### src/rtl/rv_pkg.sv
// Shared core definitions used by the fetch path.
//   XLEN_DEF     : default address / PC width
//   RESET_PC_DEF : default first fetch address after reset
//   NOP_INSTR    : canonical NOP (addi x0, x0, 0) shown on an idle decode port
package rv_pkg;

    localparam int          XLEN_DEF     = 32;
    localparam logic [31:0] RESET_PC_DEF = 32'h0000_0000;
    localparam logic [31:0] NOP_INSTR    = 32'h0000_0013;

endpackage

### src/rtl/fetch_fifo.sv
// Instruction/PC buffer: DEPTH-entry synchronous FIFO with a registered head.
//   clk, reset     : clock, synchronous active-high reset
//   flush          : empty the buffer and reset both pointers this edge
//   push/push_data : write one entry (ignored when full without a pop)
//   pop            : consume the head (ignored when empty)
//   head_valid     : buffer non-empty
//   head_data      : entry at the read pointer, straight from storage
//   count          : current fill level
module fetch_fifo
    import rv_pkg::*;
#(
    parameter int               WIDTH      = 64,
    parameter int               DEPTH      = 4,
    parameter logic [WIDTH-1:0] RESET_DATA = {WIDTH{1'b0}},
    localparam int              CW         = $clog2(DEPTH + 1)
) (
    input  logic             clk,
    input  logic             reset,
    input  logic             flush,
    input  logic             push,
    input  logic [WIDTH-1:0] push_data,
    input  logic             pop,
    output logic             head_valid,
    output logic [WIDTH-1:0] head_data,
    output logic [CW-1:0]    count
);

    localparam int          PW     = $clog2(DEPTH);
    localparam logic [CW-1:0] FULL_C = CW'(DEPTH);

    logic [WIDTH-1:0] mem_r [DEPTH];
    logic [PW-1:0]    rd_ptr_r;
    logic [PW-1:0]    wr_ptr_r;
    logic [CW-1:0]    count_r;
    logic             push_ok_s;
    logic             pop_ok_s;

    // Guard against overflow/underflow; a push at full is only legal alongside a pop.
    always_comb begin
        push_ok_s = 1'b0;
        pop_ok_s  = 1'b0;
        if (count_r != {CW{1'b0}}) begin
            pop_ok_s = pop;
        end else begin
            pop_ok_s = 1'b0;
        end
        if ((count_r != FULL_C) || pop_ok_s) begin
            push_ok_s = push;
        end else begin
            push_ok_s = 1'b0;
        end
    end

    // Storage, pointers and fill level. Storage is reset so the idle head shows RESET_DATA.
    always_ff @(posedge clk) begin
        if (reset) begin
            for (int i = 0; i < DEPTH; i++) begin
                mem_r[i] <= RESET_DATA;
            end
            rd_ptr_r <= {PW{1'b0}};
            wr_ptr_r <= {PW{1'b0}};
            count_r  <= {CW{1'b0}};
        end else if (flush) begin
            rd_ptr_r <= {PW{1'b0}};
            wr_ptr_r <= {PW{1'b0}};
            count_r  <= {CW{1'b0}};
        end else begin
            if (push_ok_s) begin
                mem_r[wr_ptr_r] <= push_data;
                wr_ptr_r        <= wr_ptr_r + 1'b1;
            end
            if (pop_ok_s) begin
                rd_ptr_r <= rd_ptr_r + 1'b1;
            end
            case ({push_ok_s, pop_ok_s})
                2'b10:   count_r <= count_r + 1'b1;
                2'b01:   count_r <= count_r - 1'b1;
                default: count_r <= count_r;
            endcase
        end
    end

    assign head_valid = (count_r != {CW{1'b0}});
    assign head_data  = mem_r[rd_ptr_r];
    assign count      = count_r;

endmodule

### src/rtl/fetch_unit.sv
// Instruction fetch unit: issues word-aligned fetches under a credit rule,
// tracks in-flight requests and their PCs, drops wrong-path responses after a
// redirect and buffers returned words for the decoder.
//   clk, reset                     : clock, synchronous active-high reset
//   imem_req_valid/ready, imem_addr: fetch request handshake and address
//   imem_rsp_valid, imem_rsp_data  : in-order instruction responses
//   redirect_valid, redirect_pc    : branch/jump redirect (pc[1:0] ignored)
//   instr_valid/ready, instr, instr_pc : buffered head to the decoder
module fetch_unit
    import rv_pkg::*;
#(
    parameter int              XLEN     = XLEN_DEF,
    parameter logic [XLEN-1:0] RESET_PC = RESET_PC_DEF,
    parameter int              DEPTH    = 4
) (
    input  logic            clk,
    input  logic            reset,
    output logic            imem_req_valid,
    input  logic            imem_req_ready,
    output logic [XLEN-1:0] imem_addr,
    input  logic            imem_rsp_valid,
    input  logic [31:0]     imem_rsp_data,
    input  logic            redirect_valid,
    input  logic [XLEN-1:0] redirect_pc,
    output logic            instr_valid,
    input  logic            instr_ready,
    output logic [31:0]     instr,
    output logic [XLEN-1:0] instr_pc
);

    localparam int            CW      = $clog2(DEPTH + 1);
    localparam int            PW      = $clog2(DEPTH);
    localparam logic [CW:0]   DEPTH_C = (CW + 1)'(DEPTH);
    localparam logic [XLEN-1:0] PC_STEP = {{(XLEN - 3){1'b0}}, 3'b100};

    logic [XLEN-1:0] pc_r;
    logic [CW-1:0]   inflight_r;
    logic [CW-1:0]   drop_r;
    logic [XLEN-1:0] pcq_r [DEPTH];
    logic [PW-1:0]   pcq_wr_r;
    logic [PW-1:0]   pcq_rd_r;

    logic [CW-1:0]   count_s;
    logic [CW-1:0]   inflight_next_s;
    logic            req_valid_s;
    logic            accept_s;
    logic            rsp_s;
    logic            discard_s;
    logic            push_s;
    logic            pop_s;
    logic            unused_s;

    assign unused_s = ^redirect_pc[1:0];

    // Handshake decode. Credits count both in-flight and buffered words so every
    // response is guaranteed a buffer slot.
    always_comb begin
        req_valid_s = 1'b0;
        if (!reset && !redirect_valid &&
            (({1'b0, inflight_r} + {1'b0, count_s}) < DEPTH_C)) begin
            req_valid_s = 1'b1;
        end else begin
            req_valid_s = 1'b0;
        end
        accept_s  = req_valid_s && imem_req_ready;
        rsp_s     = imem_rsp_valid && !reset && (inflight_r != {CW{1'b0}});
        discard_s = redirect_valid || (drop_r != {CW{1'b0}});
        push_s    = rsp_s && !discard_s;
        pop_s     = instr_valid && instr_ready;
    end

    // Next in-flight count; also the number of responses a redirect must drop.
    always_comb begin
        case ({accept_s, rsp_s})
            2'b10:   inflight_next_s = inflight_r + 1'b1;
            2'b01:   inflight_next_s = inflight_r - 1'b1;
            default: inflight_next_s = inflight_r;
        endcase
    end

    // Fetch PC: reset, redirect (forced word aligned), or advance on acceptance.
    always_ff @(posedge clk) begin
        if (reset) begin
            pc_r <= RESET_PC;
        end else if (redirect_valid) begin
            pc_r <= {redirect_pc[XLEN-1:2], 2'b00};
        end else if (accept_s) begin
            pc_r <= pc_r + PC_STEP;
        end else begin
            pc_r <= pc_r;
        end
    end

    // In-flight and wrong-path drop counters.
    always_ff @(posedge clk) begin
        if (reset) begin
            inflight_r <= {CW{1'b0}};
            drop_r     <= {CW{1'b0}};
        end else begin
            inflight_r <= inflight_next_s;
            if (redirect_valid) begin
                drop_r <= inflight_next_s;
            end else if (rsp_s && (drop_r != {CW{1'b0}})) begin
                drop_r <= drop_r - 1'b1;
            end else begin
                drop_r <= drop_r;
            end
        end
    end

    // PC queue mirrors the in-flight requests; every response pops it, kept or dropped.
    always_ff @(posedge clk) begin
        if (reset) begin
            for (int i = 0; i < DEPTH; i++) begin
                pcq_r[i] <= RESET_PC;
            end
            pcq_wr_r <= {PW{1'b0}};
            pcq_rd_r <= {PW{1'b0}};
        end else begin
            if (accept_s) begin
                pcq_r[pcq_wr_r] <= pc_r;
                pcq_wr_r        <= pcq_wr_r + 1'b1;
            end
            if (rsp_s) begin
                pcq_rd_r <= pcq_rd_r + 1'b1;
            end
        end
    end

    fetch_fifo #(
        .WIDTH      (32 + XLEN),
        .DEPTH      (DEPTH),
        .RESET_DATA ({NOP_INSTR, RESET_PC})
    ) u_buf (
        .clk        (clk),
        .reset      (reset),
        .flush      (redirect_valid),
        .push       (push_s),
        .push_data  ({imem_rsp_data, pcq_r[pcq_rd_r]}),
        .pop        (pop_s),
        .head_valid (instr_valid),
        .head_data  ({instr, instr_pc}),
        .count      (count_s)
    );

    assign imem_req_valid = req_valid_s;
    assign imem_addr      = pc_r;

endmodule

### config.mk
export PLATFORM = sky130hd
export DESIGN_NAME = fetch_unit
export DESIGN_NICKNAME = d
export VERILOG_FILES = /design/src/rtl/rv_pkg.sv /design/src/rtl/fetch_fifo.sv /design/src/rtl/fetch_unit.sv
export SDC_FILE = /design/constraint.sdc
export NUM_CORES = 1
export LEC_CHECK = 0
export BUFFER_PORTS_ARGS = -buffer_cell sky130_fd_sc_hd__buf_2
export CAP_MARGIN = 20
export CORE_UTILIZATION = 45
export DETAILED_ROUTE_END_ITERATION = 7
export GPL_ROUTABILITY_DRIVEN = 0
export PLACE_DENSITY = 0.65
export RECOVER_POWER = 50
export SETUP_SLACK_MARGIN = 0.02
export SLEW_MARGIN = 15
export SYNTH_ARGS = -nofsm -noshare
export SYNTH_HDL_FRONTEND = slang
export SYNTH_HIERARCHICAL = 1
export SYNTH_SLANG_ARGS = --single-unit
### constraint.sdc
create_clock -name clk -period 5.27 [get_ports clk]
set_input_delay 0.2635 -clock clk [delete_from_list [all_inputs] [get_ports clk]]
set_output_delay 0.2635 -clock clk [all_outputs]
set_load 0.01 [all_outputs]
==> metrics.log, run 1 <==
INFO  metric ioPinCount = 168
INFO  metric synthMostInstantiatedCell = sky130_fd_sc_hd__edfxtp_1
INFO  metric insertedDiodeCount = 0
INFO  metric setup_total_negative_slack = 0 ps
INFO  metric power_frac_seq = 53.8%
INFO  metric cts_tree = yes
INFO  metric finalSetupViolCount = 0
INFO  metric cts_sinks = 427
INFO  metric tightestPinTransition = 2030 ps
INFO  metric netlist_area = 19100 sq um
INFO  metric grt_antenna_before_repair = 1
INFO  metric cellPowerDensity = 324 nW/um^2
INFO  metric drt_first_iter_violations = 652
INFO  metric number_of_enable_type_register_cells_in_the_synthesized_netlist = 376
INFO  metric htree_num_levels = 2
INFO  metric core_area = 41900 sq um
INFO  metric grt_pass1_vias = 11400
INFO  metric outcome = finished, violations left
INFO  metric finalClockSkew = 24.9 ps
INFO  metric post-route-util = 52.9%
INFO  metric min_period = 4000 ps
INFO  metric dp.final_hpwl = 23.6 mm
INFO  metric post_synthesis_to_final_layout_area_growth = 16.0%
INFO  metric required = 5410 ps
INFO  metric max_rail_drop_vdd = 0.243 mV
INFO  metric grt_first_pass_wirelength = 65.3 mm
INFO  metric globalRouteMet3Util = 2.78%
INFO  metric global_route.usage.total = 19.7%
INFO  metric drt-vias-per-instance = 5.37
INFO  metric initial_core_util = 45.6%
INFO  metric synthCells = 1271
INFO  metric dr.pass1.iters = 5
INFO  metric number_of_buffers_inserted_during_clock_tree_synthesis = 45
INFO  metric grt_max_degree = 65
INFO  metric total_switching_power = 1590 uW
INFO  metric post_synth_main_area_contributors = sky130_fd_sc_hd__edfxtp_1, sky130_fd_sc_hd__mux4_2, sky130_fd_sc_hd__and2_1
INFO  metric detailroute.via_count = 11000
INFO  metric most_used_standard_cells_in_the_synthesized_netlist = sky130_fd_sc_hd__edfxtp_1, sky130_fd_sc_hd__and2_1, sky130_fd_sc_hd__mux4_2, sky130_fd_sc_hd__clkbuf_1, sky130_fd_sc_hd__dfxtp_1
INFO  metric nNetsFinal = 1554
INFO  metric synth_seq_cells = 427
INFO  metric synthDominantCellAreaShare = 59.0%
INFO  metric synth_async_sr_flop_share = 0%
INFO  metric timing.max_slew.rel_slack = -35.4%
INFO  metric synth_top_cell_by_area = sky130_fd_sc_hd__edfxtp_1
INFO  metric net_switching_share_of_the_total_power = 22.1%
INFO  metric drt_wl_total = 41.8 mm
INFO  metric chipWidth = 208 microns
INFO  metric timing.critical_path.fanout_max = 64
INFO  metric worstSetupStartpointType = flip-flop
INFO  metric max_cap_viol_count = 4
INFO  metric highest_achievable_clock_rate = 0.250 GHz
INFO  metric die_height = 208 microns
INFO  metric insertion_delay_to_the_later_sink_of_the_worst_skew_pair = 580 ps
INFO  metric postSynthAreaPerCell = 15.1 sq um
INFO  metric grt_util_met2 = 33.3%
INFO  metric synth_sequential_area_ratio = 64.3%
INFO  metric crit_arrival = 4140 ps
INFO  metric dp_slack = 1850 ps
INFO  metric ys.flop_type = sky130_fd_sc_hd__edfxtp_1
INFO  metric timing.setup.critical_path_class = flip-flop to flip-flop
INFO  metric p_comb_share = 5.3%
INFO  metric timing.final.crit_share = 76.0%
INFO  metric failed_checks = capacitance limit, slew limit
INFO  metric die-area = 43300 sq um
INFO  metric finalWorstSetupSlack = 1270 ps
INFO  metric timing_max_transition_violations_final = 196
INFO  metric power.static_leakage = 0.00793 uW
INFO  metric clkPwrFrac = 40.8%
INFO  metric clock_tree.root_cell = sky130_fd_sc_hd__clkbuf_16
INFO  metric cts_resized = 0
INFO  metric placement_rows = 75
INFO  metric layout.filler_cells = 3514
INFO  metric fraction_of_final_layout_cells_sized_beyond_drive_strength_1 = 23.0%
INFO  metric port_buffers = 163
INFO  metric placed_cells_incl_taps = 1917
INFO  metric final-instance-count-excl-fill = 2046
INFO  metric globalRoute.totalOverflow = 0
INFO  metric worst_hold_slack = 29.2 ps
INFO  metric holdCritPathClass = input pin to flip-flop
INFO  metric critPathCaptureType = flip-flop
INFO  metric final_hold_viol_count = 0
INFO  metric detail-route-antenna-nets = 0
INFO  metric internal_power = 5600 uW
INFO  metric ctsLongestPathBuffers = 3
INFO  metric ys_warns = 6
INFO  metric rsz_0062_raised_after_global_routing = no
INFO  metric post_drt_wl_per_cell = 20.4 microns
INFO  metric grt.busiest_layer = met2
INFO  metric clk_pin_slew = 60 ps
INFO  metric ys_types = 65
INFO  metric drt_drc_violations_left = 0
INFO  metric grt_util_met1 = 26.6%
-- critical path, stage by stage, from the launching register on --
cell,delay (ps)
sky130_fd_sc_hd__dfxtp_1,390
sky130_fd_sc_hd__nor3_1,90
sky130_fd_sc_hd__nor2b_1,430
sky130_fd_sc_hd__nor3b_1,240
sky130_fd_sc_hd__clkbuf_1,440
sky130_fd_sc_hd__nand3_1,300
sky130_fd_sc_hd__o21bai_4,180
sky130_fd_sc_hd__clkbuf_2,1440
-- logic make-up (layout without fill, tap and decap cells) --
family / count (synthesis) / count (layout) / share of synthesized area, %
AND/OR/NAND/NOR: 543 / 543 / 17.9
flip-flops: 427 / 427 / 64.3
other: 1 / 10 / 0.0196
buffers and inverters: 100 / 327 / 2.39
adder cells (fa/ha/maj): 8 / 8 / 0.602
AO/OA/AOI/OAI: 71 / 71 / 2.37
XOR/XNOR: 19 / 19 / 0.870
multiplexers: 102 / 102 / 11.5
-- power groups by stage --
stage               clock [uW]  combinational (uW)  sequential [uW]
floorplan                    0                 213             3920
global placement             0                 363             3930
detailed placement           0                 367             3940
CTS                       3000                 398             3860
global route              3120                 418             3880
finish                    2930                 384             3870
-- stage by stage --
| step | cell area [sq um] | total power, uW |
|---|---|---|
| after detailed placement | 20500 | 4300 |
| after CTS | 22300 | 7260 |
| after global placement | 20500 | 4290 |
| after global routing | 22200 | 7420 |
| final | 22200 | 7180 |
| after floorplan | 19200 | 4130 |
-- final timing paths --
path	from	to	slack (ps)	cells past startpoint
max	inflight_r[0]	u_buf/mem_r[0][48]	1270	7
min	imem_rsp_data[3]	u_buf/mem_r[3][35]	30	2
max reg2reg	inflight_r[0]	u_buf/mem_r[0][48]	1270	7
min reg2reg	u_buf/rd_ptr_r[1]	flip-flop	520	2
-- placed cells by master, fill, tap and decap left out, types with 4 or more instances in the layout --
master / synthesis / layout
sky130_fd_sc_hd__and3_1: 6 / 7
sky130_fd_sc_hd__buf_2: 14 / 93
sky130_fd_sc_hd__dlygate4sd3_1: 0 / 51
sky130_fd_sc_hd__clkbuf_1: 55 / 85
sky130_fd_sc_hd__nand4_1: 14 / 14
sky130_fd_sc_hd__clkinv_2: 0 / 9
sky130_fd_sc_hd__nor2_1: 36 / 36
sky130_fd_sc_hd__inv_1: 14 / 15
sky130_fd_sc_hd__edfxtp_1: 376 / 376
sky130_fd_sc_hd__clkbuf_2: 1 / 4
sky130_fd_sc_hd__nor3_1: 8 / 8
sky130_fd_sc_hd__dfxtp_1: 51 / 48
sky130_fd_sc_hd__or3_1: 9 / 9
sky130_fd_sc_hd__nand3_1: 14 / 14
sky130_fd_sc_hd__mux2_2: 5 / 5
sky130_fd_sc_hd__o21ai_0: 11 / 10
sky130_fd_sc_hd__buf_4: 3 / 13
sky130_fd_sc_hd__a21oi_1: 17 / 17
sky130_fd_sc_hd__and2_4: 50 / 50
sky130_fd_sc_hd__nand2_1: 43 / 42
sky130_fd_sc_hd__conb_1: 1 / 10
sky130_fd_sc_hd__ha_1: 6 / 6
sky130_fd_sc_hd__nand2b_1: 11 / 11
sky130_fd_sc_hd__xnor2_1: 7 / 7
sky130_fd_sc_hd__o211ai_1: 4 / 4
sky130_fd_sc_hd__clkbuf_16: 0 / 45
sky130_fd_sc_hd__and2_1: 313 / 241
sky130_fd_sc_hd__and2_0: 0 / 72
sky130_fd_sc_hd__xor2_1: 12 / 12
sky130_fd_sc_hd__mux4_2: 94 / 94
sky130_fd_sc_hd__or2_2: 8 / 8
sky130_fd_sc_hd__a211oi_1: 5 / 5
sky130_fd_sc_hd__nor3b_1: 4 / 4
sky130_fd_sc_hd__a31oi_1: 17 / 17
-- what timing repair did --
item                                    4_1_cts  5_1_grt
endpoints found under the hold margin       112        0
setup buffers                                 0        0
endpoints found under the setup margin        0        0
hold buffers                                 51        0
-- routing by layer --
metal	vias up	part of all wire [%]
met5	-	0.031
met4	2	2.0
met3	64	4.3
met2	293	49
met1	5547	45
li1	5088	-
-- area by class of cell --
cell class              count  area [sq um]  area share, %
clock buffers              59          1190           5.36
clock inverters            19           153          0.688
inverters                  15          56.3          0.254
multi-input cells         753          6420           28.9
flip-flops and latches    427         12300           55.5
well taps                 539           674           3.04
repair buffers            234          1380           6.23
-- state kept, by name (all words and copies together) (netlist names), 3 cells and up, named ones only --
name	cells
drop_r	3
u_buf/mem_r	256
imem_addr	30
u_buf/count	3
pcq_r	120
inflight_r	3
Note: power is estimated with default switching activity, not from simulation.
==> run 2: changes to the inputs <==
- PLACE_DENSITY: 0.65 -> unset
- clock period: 5.27 -> 3.7 ns (I/O delays scaled with it)
==> run 2 against run 1 <==
Net effect:
- the flow still finishes with violations (capacitance limit, slew limit)
- final area grew 1.7%
- die area is the same
- critical endpoint is now instr[0]
- sequential power grew 42%
- critical path type is now flip-flop to primary output
- non-clock buffer count grew 26
- critical path depth shrank 4
- routed wire length grew 0.78%
- via count shrank 0.11%
- setup slack lost 820 ps
- final cell count grew 1.7%
- first-iteration DRC count shrank 30%
==> metrics.log, run 2 (same netlist as run 1, synthesis figures left out) <==
INFO  metric outcome = finished, violations left
INFO  metric failed_checks = capacitance limit, slew limit
INFO  metric drt_wl_total = 42.1 mm
INFO  metric crit_path_max_incr_delay = 1390 ps
INFO  metric ctsLongestPathBuffers = 3
INFO  metric timing.max_slew.rel_slack = -34.4%
INFO  metric largest_register_ffs = 256
INFO  metric worstSetupStartpointType = flip-flop
INFO  metric htree_num_levels = 2
INFO  metric setup_total_negative_slack = 0 ps
INFO  metric rsz_0062_raised_after_global_routing = no
INFO  metric max_rail_drop_vdd = 0.294 mV
INFO  metric total_switching_power = 2280 uW
INFO  metric detail-route-antenna-nets = 0
INFO  metric max_flop_register = u_buf/mem_r
INFO  metric finalSetupViolCount = 0
INFO  metric drt-vias-per-instance = 5.28
INFO  metric critPathCaptureType = primary output
INFO  metric initial_core_util = 45.6%
INFO  metric dr.pass1.iters = 5
INFO  metric cellPowerDensity = 467 nW/um^2
INFO  metric grt_max_degree = 65
INFO  metric cts_sinks = 427
INFO  metric drt_first_iter_violations = 456
INFO  metric globalRoute.totalOverflow = 0
INFO  metric maxUsedRoutingLayer = met4
INFO  metric sum_of_routed_wire_segments_on_met1 = 18.4 mm
INFO  metric ioPinCount = 168
INFO  metric cp_top_family = buffers and inverters
INFO  metric p_comb_share = 5.4%
INFO  metric met2RoutedLength = 21.4 mm
INFO  metric global_route.usage.total = 19.9%
INFO  metric min_period = 3250 ps
INFO  metric timing.critical_path.fanout_max = 64
INFO  metric post_drt_wl_per_cell = 20.2 microns
INFO  metric nNetsFinal = 1581
INFO  metric number_of_buffers_inserted_during_clock_tree_synthesis = 46
INFO  metric net_switching_share_of_the_total_power = 21.6%
INFO  metric worstPathCellList = clkbuf_2 > mux4_2 > clkbuf_1
INFO  metric placement_rows = 75
INFO  metric power_frac_seq = 52.2%
INFO  metric dp.final_hpwl = 24.7 mm
INFO  metric final_hold_viol_count = 0
INFO  metric drt_drc_violations_left = 0
INFO  metric grt_pass1_vias = 11500
INFO  metric tightestPinTransition = 2020 ps
INFO  metric cp.buffers_inverters = 2
INFO  metric insertion_delay_to_the_later_sink_of_the_worst_skew_pair = 570 ps
INFO  metric power.static_leakage = 0.00807 uW
INFO  metric grt_antenna_before_repair = 0
INFO  metric postCtsSetupBuffers = 0
INFO  metric timing.setup.critical_path_class = flip-flop to primary output
INFO  metric final_common_cell = sky130_fd_sc_hd__edfxtp_1
INFO  metric post_synthesis_to_final_layout_area_growth = 17.9%
INFO  metric internal_power = 8260 uW
INFO  metric finalClockSkew = 17.2 ps
INFO  metric fraction_of_final_layout_cells_sized_beyond_drive_strength_1 = 21.9%
INFO  metric core_area = 41900 sq um
INFO  metric die-area = 43300 sq um
INFO  metric crit_arrival = 3060 ps
INFO  metric holdCritPathClass = input pin to flip-flop
INFO  metric cts_tree = yes
INFO  metric grt_first_pass_wirelength = 65.7 mm
INFO  metric detailroute.via_count = 11000
INFO  metric timing_max_transition_violations_final = 65
INFO  metric port_buffers = 163
INFO  metric clk_pin_slew = 60 ps
INFO  metric dr_wl_met3 = 1.67 mm
INFO  metric clkPwrFrac = 42.4%
INFO  metric die_height = 208 microns
INFO  metric max_cap_viol_count = 1
INFO  metric highest_achievable_clock_rate = 0.308 GHz
INFO  metric clock_tree.root_cell = sky130_fd_sc_hd__clkbuf_16
INFO  metric final_cell_mix = sky130_fd_sc_hd__edfxtp_1, sky130_fd_sc_hd__and2_1, sky130_fd_sc_hd__clkbuf_1, sky130_fd_sc_hd__mux4_2, sky130_fd_sc_hd__buf_2
INFO  metric slowest_stage = sky130_fd_sc_hd__clkbuf_2
INFO  metric chipWidth = 208 microns
INFO  metric required = 3510 ps
INFO  metric timing.final.crit_share = 87.8%
INFO  metric post-route-util = 53.8%
[run 2: cell count changes in the layout (fill, tap and decap cells not counted), moves of 3 or more]
cell	before	now
sky130_fd_sc_hd__and2_0	72	42
sky130_fd_sc_hd__and2_1	241	271
sky130_fd_sc_hd__buf_2	93	69
sky130_fd_sc_hd__clkbuf_1	85	108
sky130_fd_sc_hd__dlygate4sd3_1	51	62
sky130_fd_sc_hd__buf_12	1	9
sky130_fd_sc_hd__clkinv_1	3	10
sky130_fd_sc_hd__buf_4	13	18
sky130_fd_sc_hd__bufinv_16	1	4
[run 2: worst reg2reg max path, cell delays in order (launching register included)]
cell	delay [ps]
sky130_fd_sc_hd__dfxtp_1	390
sky130_fd_sc_hd__or3_1	420
sky130_fd_sc_hd__and2_0	310
sky130_fd_sc_hd__or4b_1	600
sky130_fd_sc_hd__nand3_1	170
sky130_fd_sc_hd__nor3b_1	80
sky130_fd_sc_hd__clkbuf_2	550
sky130_fd_sc_hd__and2_1	420
[run 2: path summary, 6_finish.rpt]
kind                        from            endpoint  slack (ps)  cells after the start
hold reg to reg      pcq_rd_r[1]           flip-flop         530                      2
hold / removal    redirect_valid           drop_r[0]          40                      3
setup reg to reg  u_buf/count[0]  u_buf/mem_r[2][56]         530                      7
setup / recovery       flip-flop            instr[0]         450                      3
[run 2: per-stage QoR]
stage	hold WS (ps)	power, uW	cells	area (sq um)	worst slack (ps)
6_report	37.7	10500	2080	22600	451
3_3_place_gp	384	6130	1932	20700	813
3_5_place_dp	386	6150	1932	20700	781
5_1_grt	49.2	10900	2079	22600	304
2_1_floorplan	295	5880	1280	19200	27.6
4_1_cts	5.12	10700	2079	22800	776
[run 2: layer usage]
layer,track usage (%),vias to the layer above
met2,34.7,261
met1,26.0,5525
met3,3.34,48
met5,0,-
li1,-,5148
met4,4.60,0
[run 2: final cells by class]
cell class | count | area [sq um]
Tap cell | 539 | 674
Timing Repair Buffer | 260 | 1670
Antenna cell | 1 | 2.50
Multi-Input combinational cell | 753 | 6380
Clock inverter | 25 | 234
Clock buffer | 60 | 1220
Inverter | 15 | 56.3
Fill cell | 3520 | 19400
Sequential cell | 427 | 12300
[run 2: power by group through the flow]
stage	registers [uW]	clock network, uW	logic [uW]
finish	5510	4460	567
floorplan	5570	0	304
global route	5530	4740	621
global placement	5600	0	537
CTS	5510	4570	594
detailed placement	5610	0	542
[run 2: timing repair]
item                       CTS  global route
setup endpoints to repair    0             0
hold buffers                62             0
hold endpoints to repair   158             0
gates resized for setup      0             0
